## src/rtl/pc_fetch_ctrl_if.sv

```systemverilog
// rtl/pc_fetch_ctrl_if.sv - fetch-controller handshake bundle
// Master side is the PC controller; slave side is the pipeline/memory.
interface pc_fetch_ctrl_if #(
  parameter int ADDR_W = 32
);
  logic              stall_pc;
  logic              fetch_ack;
  logic              branch_flag;
  logic [ADDR_W-1:0] branch_addr;
  logic              exc_flag;
  logic              eret_flag;
  logic              rom_en;
  logic [ADDR_W-1:0] addr;
  logic [ADDR_W-1:0] epc;
  logic              addr_err;
  logic              pend_valid;

  modport master (
    input  stall_pc, fetch_ack, branch_flag, branch_addr, exc_flag, eret_flag,
    output rom_en, addr, epc, addr_err, pend_valid
  );

  modport slave (
    output stall_pc, fetch_ack, branch_flag, branch_addr, exc_flag, eret_flag,
    input  rom_en, addr, epc, addr_err, pend_valid
  );
endinterface

```

## src/rtl/pc_fetch_ctrl.sv

```systemverilog
// rtl/pc_fetch_ctrl.sv - program-counter fetch controller
// Sequences fetch addresses with exception, eret and branch redirects plus one pending slot.
module pc_fetch_ctrl #(
  parameter int                ADDR_W     = 32,
  parameter logic [ADDR_W-1:0] RESET_VEC  = '0,
  parameter logic [ADDR_W-1:0] EXC_VEC    = ADDR_W'(32'h0000_0020),
  parameter int                ALIGN_BITS = 2
) (
  input  logic                clk,
  input  logic                rst,
  pc_fetch_ctrl_if.master     bus
);

  localparam logic [ADDR_W-1:0] STEP       = ADDR_W'(1) << ALIGN_BITS;
  localparam logic [ADDR_W-1:0] ALIGN_MASK = STEP - ADDR_W'(1);

  typedef enum logic {
    IDLE = 1'b0,
    RUN  = 1'b1
  } state_t;

  state_t            state, state_nx;

  logic              rom_en_q, rom_en_nx;
  logic [ADDR_W-1:0] addr_q, addr_nx;
  logic [ADDR_W-1:0] epc_q, epc_nx;
  logic              addr_err_q, addr_err_nx;
  logic              pend_valid_q, pend_valid_nx;
  logic              pend_prio_q, pend_prio_nx;
  logic [ADDR_W-1:0] pend_target_q, pend_target_nx;

  logic              advance;
  logic              take_exc;
  logic              misaligned;
  logic              redir_hit;
  logic              redir_prio;
  logic [ADDR_W-1:0] redir_target;

  always_ff @(posedge clk or posedge rst) begin
    if (rst) state <= IDLE;
    else     state <= state_nx;
  end

  always_comb begin
    state_nx       = state;
    rom_en_nx      = rom_en_q;
    addr_nx        = addr_q;
    epc_nx         = epc_q;
    addr_err_nx    = 1'b0;
    pend_valid_nx  = pend_valid_q;
    pend_prio_nx   = pend_prio_q;
    pend_target_nx = pend_target_q;
    take_exc       = 1'b0;
    redir_hit      = 1'b0;
    redir_prio     = 1'b0;
    redir_target   = '0;
    misaligned     = |(bus.branch_addr & ALIGN_MASK);
    advance        = (state == RUN) && bus.fetch_ack && !bus.stall_pc;

    case (state)
      IDLE: begin
        state_nx  = RUN;
        rom_en_nx = 1'b1;
      end
      RUN: begin
        state_nx  = RUN;
        rom_en_nx = 1'b1;

        // Classify this cycle's request in priority order.
        if (bus.exc_flag) begin
          take_exc = 1'b1;
        end else if (bus.eret_flag) begin
          redir_hit    = 1'b1;
          redir_prio   = 1'b1;
          redir_target = epc_q;
        end else if (bus.branch_flag) begin
          if (misaligned) begin
            take_exc    = 1'b1;
            addr_err_nx = 1'b1;
          end else begin
            redir_hit    = 1'b1;
            redir_prio   = 1'b0;
            redir_target = bus.branch_addr;
          end
        end

        if (take_exc) begin
          // Exceptions redirect even when the pipe is stalled.
          addr_nx       = EXC_VEC;
          epc_nx        = addr_q;
          pend_valid_nx = 1'b0;
          pend_prio_nx  = 1'b0;
        end else if (redir_hit) begin
          if (advance) begin
            addr_nx       = redir_target;
            pend_valid_nx = 1'b0;
            pend_prio_nx  = 1'b0;
          end else if (!pend_valid_q || (redir_prio >= pend_prio_q)) begin
            pend_valid_nx  = 1'b1;
            pend_prio_nx   = redir_prio;
            pend_target_nx = redir_target;
          end
        end else if (advance) begin
          if (pend_valid_q) begin
            addr_nx       = pend_target_q;
            pend_valid_nx = 1'b0;
            pend_prio_nx  = 1'b0;
          end else begin
            addr_nx = addr_q + STEP;
          end
        end
      end
      default: begin
        state_nx  = IDLE;
        rom_en_nx = 1'b0;
      end
    endcase
  end

  always_ff @(posedge clk or posedge rst) begin
    if (rst) begin
      rom_en_q      <= 1'b0;
      addr_q        <= RESET_VEC;
      epc_q         <= '0;
      addr_err_q    <= 1'b0;
      pend_valid_q  <= 1'b0;
      pend_prio_q   <= 1'b0;
      pend_target_q <= '0;
    end else begin
      rom_en_q      <= rom_en_nx;
      addr_q        <= addr_nx;
      epc_q         <= epc_nx;
      addr_err_q    <= addr_err_nx;
      pend_valid_q  <= pend_valid_nx;
      pend_prio_q   <= pend_prio_nx;
      pend_target_q <= pend_target_nx;
    end
  end

  assign bus.rom_en     = rom_en_q;
  assign bus.addr       = addr_q;
  assign bus.epc        = epc_q;
  assign bus.addr_err   = addr_err_q;
  assign bus.pend_valid = pend_valid_q;

endmodule

```

## src/flat_wrapper.sv

```systemverilog
// flat-port wrapper written by rule: the top's interface ports become plain ports
module pc_fetch_ctrl_flat 
#(
  parameter int                ADDR_W     = 32,
  parameter logic [ADDR_W-1:0] RESET_VEC  = '0,
  parameter logic [ADDR_W-1:0] EXC_VEC    = ADDR_W'(32'h0000_0020),
  parameter int                ALIGN_BITS = 2
)
  (clk, rst, bus_stall_pc, bus_fetch_ack, bus_branch_flag, bus_branch_addr, bus_exc_flag, bus_eret_flag, bus_rom_en, bus_addr, bus_epc, bus_addr_err, bus_pend_valid);
  pc_fetch_ctrl_if #(.ADDR_W(ADDR_W)) bus_i ();
  input  logic clk;
  input  logic rst;
  input wire logic [$bits(bus_i.stall_pc)-1:0] bus_stall_pc;
  input wire logic [$bits(bus_i.fetch_ack)-1:0] bus_fetch_ack;
  input wire logic [$bits(bus_i.branch_flag)-1:0] bus_branch_flag;
  input wire logic [$bits(bus_i.branch_addr)-1:0] bus_branch_addr;
  input wire logic [$bits(bus_i.exc_flag)-1:0] bus_exc_flag;
  input wire logic [$bits(bus_i.eret_flag)-1:0] bus_eret_flag;
  output wire logic [$bits(bus_i.rom_en)-1:0] bus_rom_en;
  output wire logic [$bits(bus_i.addr)-1:0] bus_addr;
  output wire logic [$bits(bus_i.epc)-1:0] bus_epc;
  output wire logic [$bits(bus_i.addr_err)-1:0] bus_addr_err;
  output wire logic [$bits(bus_i.pend_valid)-1:0] bus_pend_valid;
  assign bus_i.stall_pc = bus_stall_pc;
  assign bus_i.fetch_ack = bus_fetch_ack;
  assign bus_i.branch_flag = bus_branch_flag;
  assign bus_i.branch_addr = bus_branch_addr;
  assign bus_i.exc_flag = bus_exc_flag;
  assign bus_i.eret_flag = bus_eret_flag;
  assign bus_rom_en = bus_i.rom_en;
  assign bus_addr = bus_i.addr;
  assign bus_epc = bus_i.epc;
  assign bus_addr_err = bus_i.addr_err;
  assign bus_pend_valid = bus_i.pend_valid;
  pc_fetch_ctrl #(.ADDR_W(ADDR_W), .RESET_VEC(RESET_VEC), .EXC_VEC(EXC_VEC), .ALIGN_BITS(ALIGN_BITS)) u_core (.clk(clk), .rst(rst), .bus(bus_i));
endmodule
```

## config.mk

```make
export PLATFORM = sky130hd
export DESIGN_NAME = pc_fetch_ctrl_flat
export DESIGN_NICKNAME = d
export VERILOG_FILES = /design/src/rtl/pc_fetch_ctrl_if.sv /design/src/rtl/pc_fetch_ctrl.sv /design/src/flat_wrapper.sv
export SDC_FILE = /design/constraint.sdc
export NUM_CORES = 1
export LEC_CHECK = 0
export CAP_MARGIN = 20
export CELL_PAD_IN_SITES_DETAIL_PLACEMENT = 0
export CELL_PAD_IN_SITES_GLOBAL_PLACEMENT = 1
export CORE_ASPECT_RATIO = 0.7
export CORE_MARGIN = 5
export CORE_UTILIZATION = 43
export DETAILED_ROUTE_END_ITERATION = 10
export PLACE_DENSITY = 0.95
export SYNTH_ARGS = -nofsm -noshare
export SYNTH_HDL_FRONTEND = slang
export SYNTH_SLANG_ARGS = --single-unit
export TNS_END_PERCENT = 50
```

## constraint.sdc

```tcl
create_clock -name clk -period 7.6 [get_ports clk]
set_input_delay 1.52 -clock clk [delete_from_list [all_inputs] [get_ports clk]]
set_output_delay 1.52 -clock clk [all_outputs]
set_load 0.02 [all_outputs]
```

==> impl_results.md <==
* Status: completed
* Core area at about 12,000 sq um
* Setup Viol. Count Final at 0
* Worst Path Max Fanout at 25
* Worst Path Buf+Inv at 1
* Die Area at about 15,000 sq um
* Total Routing Usage GR at around 22%
* RSZ-0062 raised after global routing: no
* Slew Viols, Final at 0
* GP Congestion at just under 0.9
* Clk pwr share at 39.2%
* Post-Syn Nets at 601
* Final Hold Violating Endpoints at 0
* IO Pins at ~110
* Worst Setup Start Kind: input pin
* CTS Buffer Depth at 2
* Register share of total power at between 40% and 50%
* Placed cell count at between 700 and 800
* Final min period at between 4 and 5 ns
* Mapped Area at 5490 sq um
* Post-Layout Cell Count at roughly 800
* Commonest non-fill, non-tap cell in the layout: clkdlybuf4s50_1
* Worst skew pair latency at 0.35 ns
* CTS buffer count at 9
* Worst Path Arrival at between 4 and 5 ns
* CTS tree: built
* FMAX at ~230 MHz
* CP required at 7.87 ns
* Via count at around 5,100
* Post-synthesis to final-layout area growth at 26.6%
* Largest stage delay on the critical path at about 0.84 ns
* GRT Residual Overflow at 0
* Final wirelength at approximately 17,000 um
* Global-route wire length before repair at 27,700 um
* Synth warn at 0
* Hpwl dp at ~12,000 um
* Synth Area in XOR/XNOR at under 10%
* Synth Area in Compound Gates at around a quarter
* Worst slew margin at approximately 33%
* Max-Cap Viols at 0
* Synth Register Bits at 100
* Inserted Diodes at 0
* Measured slew at the worst slew-check pin at 1.00 ns
* Row count at 34
* Adder-Cell Fraction of Synth Area at less than 1%
* Most frequent cells in the layout: 105 x clkdlybuf4s50_1, 100 x dfrtp_1, 64 x nand2_1
* Vias in the first global route at around 5,000
* Reg clk slew, reported paths at ~0.070 ns
* Critical path's top delay family: simple AND/OR/NAND/NOR gates
* Kind of critical path: in2reg
* NetSw at around 340 uW
* Initial cell density of the core at around 44%
* Netlist cell types at 80
* Post-CTS sizing at 0
* Slowest CP cell: or4b_4
* DR WL/cell at between 20 and 25 um
* Final Net Count at ~690
* Placed standard-cell area at approximately 6600 sq um
* H-tree depth at 3
* Ys flop type: dfrtp_1
* Post-Synthesis Cells at between 500 and 600
* Die X at around 150 um
* Clk_skew at about 0.013 ns
* Pwr/cell area at around 180 nW/um^2
* Number of synthesized flops with an enable pin at 0
* CTS root buffer: clkbuf_16
* Final TNS setup at 0 ns
* Simple logic cell fraction of the synthesized area at between 10% and 20%
* Async SR Flop Fraction at 100%
* Logic pwr share at between 10% and 20%
* Largest net degree at the start of global routing at 65
* Antenna-violating nets left at 0
* Power Internal at ~930 uW
* DIE HEIGHT at between 100 and 150 um
* Largest family of logic cells by synthesized area: compound AO/OA/AOI/OAI gates
* Initial antenna violation count at 0
* Leak pwr at 2.86 nW
* Pre-Repair DR Iteration Count at 6
* Sequential fraction of the synthesis area at a little under half
* First-iteration detailed-routing DRC count at 570
* Buffers on Ports at roughly 110
* Share of cells above drive strength 1 at around 11%
* CTS sink cnt at 100
* Syn_area_per_cell at between 9 and 10 sq um
* HP Class: reg2reg
* Multiplexer share of the synthesized area at about 5.5%
* Switching Share at between 20% and 30%
* Maximum VDD drop at 0.000121 V
* Critical-path cell list: clkdlybuf4s50_1 > or4b_4 > nor2_4 > a22oi_1 > a221o_1 > o21ai_1
* Tcrit/Tclk final at between 50% and 60%
* CP Capture Type: register
* Post-CTS Hold Buffers at 0
* Fin area at 6950 sq um
* Post-CTS setup buffer count at 0
* Vias per cell at between 6 and 7
* DRC viols at 0
-- power groups by stage --
stage               logic, mW  registers [mW]  clock network (mW)
finish                  0.189           0.580               0.495
floorplan              0.0965           0.595                   0
global route            0.205           0.583               0.521
CTS                     0.188           0.580               0.502
global placement        0.182           0.588                   0
detailed placement      0.187           0.590                   0
-- Yosys cell counts (all sizes together) (3+ instances only) --
library cell | instances | area (sq um)
nor2 | 35 | 139
a31oi | 4 | 25.0
a221o | 5 | 50.1
o211ai | 5 | 37.5
a2111oi | 8 | 81.3
a22oi | 20 | 150
nor4 | 5 | 46.3
inv | 24 | 90.1
dfrtp | 100 | 2500
o21ai | 55 | 279
mux2 | 24 | 270
nor2b | 3 | 18.8
and3 | 3 | 18.8
a21oi | 17 | 88.8
clkbuf | 17 | 63.8
and2 | 4 | 25.0
a21o | 10 | 75.1
nor3 | 8 | 45.0
o31ai | 6 | 50.1
nand2b | 9 | 56.3
o21a | 6 | 45.0
a211oi | 6 | 45.0
and4 | 3 | 26.3
a221oi | 8 | 108
nand4 | 10 | 68.8
o221ai | 7 | 61.3
o2111ai | 3 | 26.3
xor2 | 3 | 26.3
buf | 20 | 120
nand3 | 16 | 85.1
mux2i | 3 | 30.0
a22o | 7 | 61.3
nand2 | 64 | 240
xnor2 | 4 | 35.0
-- logic make-up (layout without fill, tap and decap cells) --
group                    Yosys count  count (layout)
AO/OA/AOI/OAI                    194             194
AND/OR/NAND/NOR                  170             170
flip-flops                       100             100
buffers and inverters             61             151
multiplexers                      27              27
XOR/XNOR                           7               7
adder cells (fa/ha/maj)            1               1
other                              1               1
-- worst register-to-register path, cell delays in order (launching register included) --
cell      delay (ns)
dfrtp_1         0.67
buf_4           0.33
inv_1           0.31
nor3_2          0.89
a221oi_1        0.26
a21o_1          0.22
a22o_1          0.23
-- sequential cells by signal, indices dropped and copies added, names as in the netlist --
name	flops
u_core.bus.addr	32
u_core.bus.epc	32
u_core.pend_target_q	32
u_core.bus.addr_err	1
u_core.bus.pend_valid	1
u_core.bus.rom_en	1
u_core.pend_prio_q	1
-- area by class of cell --
cell class / count / area [sq um]
fill: 1057 / 5510
multi-input combinational: 400 / 2720
sequential: 100 / 2500
timing repair buffer: 112 / 1120
clock buffer: 11 / 243
tap: 162 / 203
inverter: 24 / 92.6
clock inverter: 4 / 73.8
-- per-stage QoR --
| step | power [mW] | hold slack (ns) | util, % | worst slack (ns) |
|---|---|---|---|---|
| finish | 1.26 | 0.480 | 55.8 | 3.19 |
| detailed placement | 0.777 | 0.467 | 53.1 | 2.89 |
| CTS | 1.27 | 0.481 | 55.6 | 3.25 |
| global placement | 0.770 | 0.454 | 53.1 | 3.00 |
| floorplan | 0.691 | 0.441 | - | 3.46 |
| global route | 1.31 | 0.517 | 55.8 | 3.08 |
-- final timing paths --
path	cells past startpoint	to	from	slack (ns)
max	6	u_core.bus.addr[20]	bus_eret_flag	3.19
min	2	u_core.pend_target_q[12]	u_core.pend_target_q[12]	0.48
max in group asynchronous	3	u_core.pend_target_q[12]	rst	4.80
max reg2reg	6	u_core.bus.addr[16]	u_core.bus.pend_valid	4.58
min reg2reg	2	u_core.pend_target_q[12]	u_core.pend_target_q[12]	0.48
min in group asynchronous	2	u_core.bus.epc[24]	rst	1.55
-- routing by layer --
layer	GRT usage, %	wire length (um)
met1	32.9	7570
met3	4.80	1580
met2	32.8	7710
met4	8.40	351
met5	0	0
No activity file was read; power rests on OpenSTA's default activity.
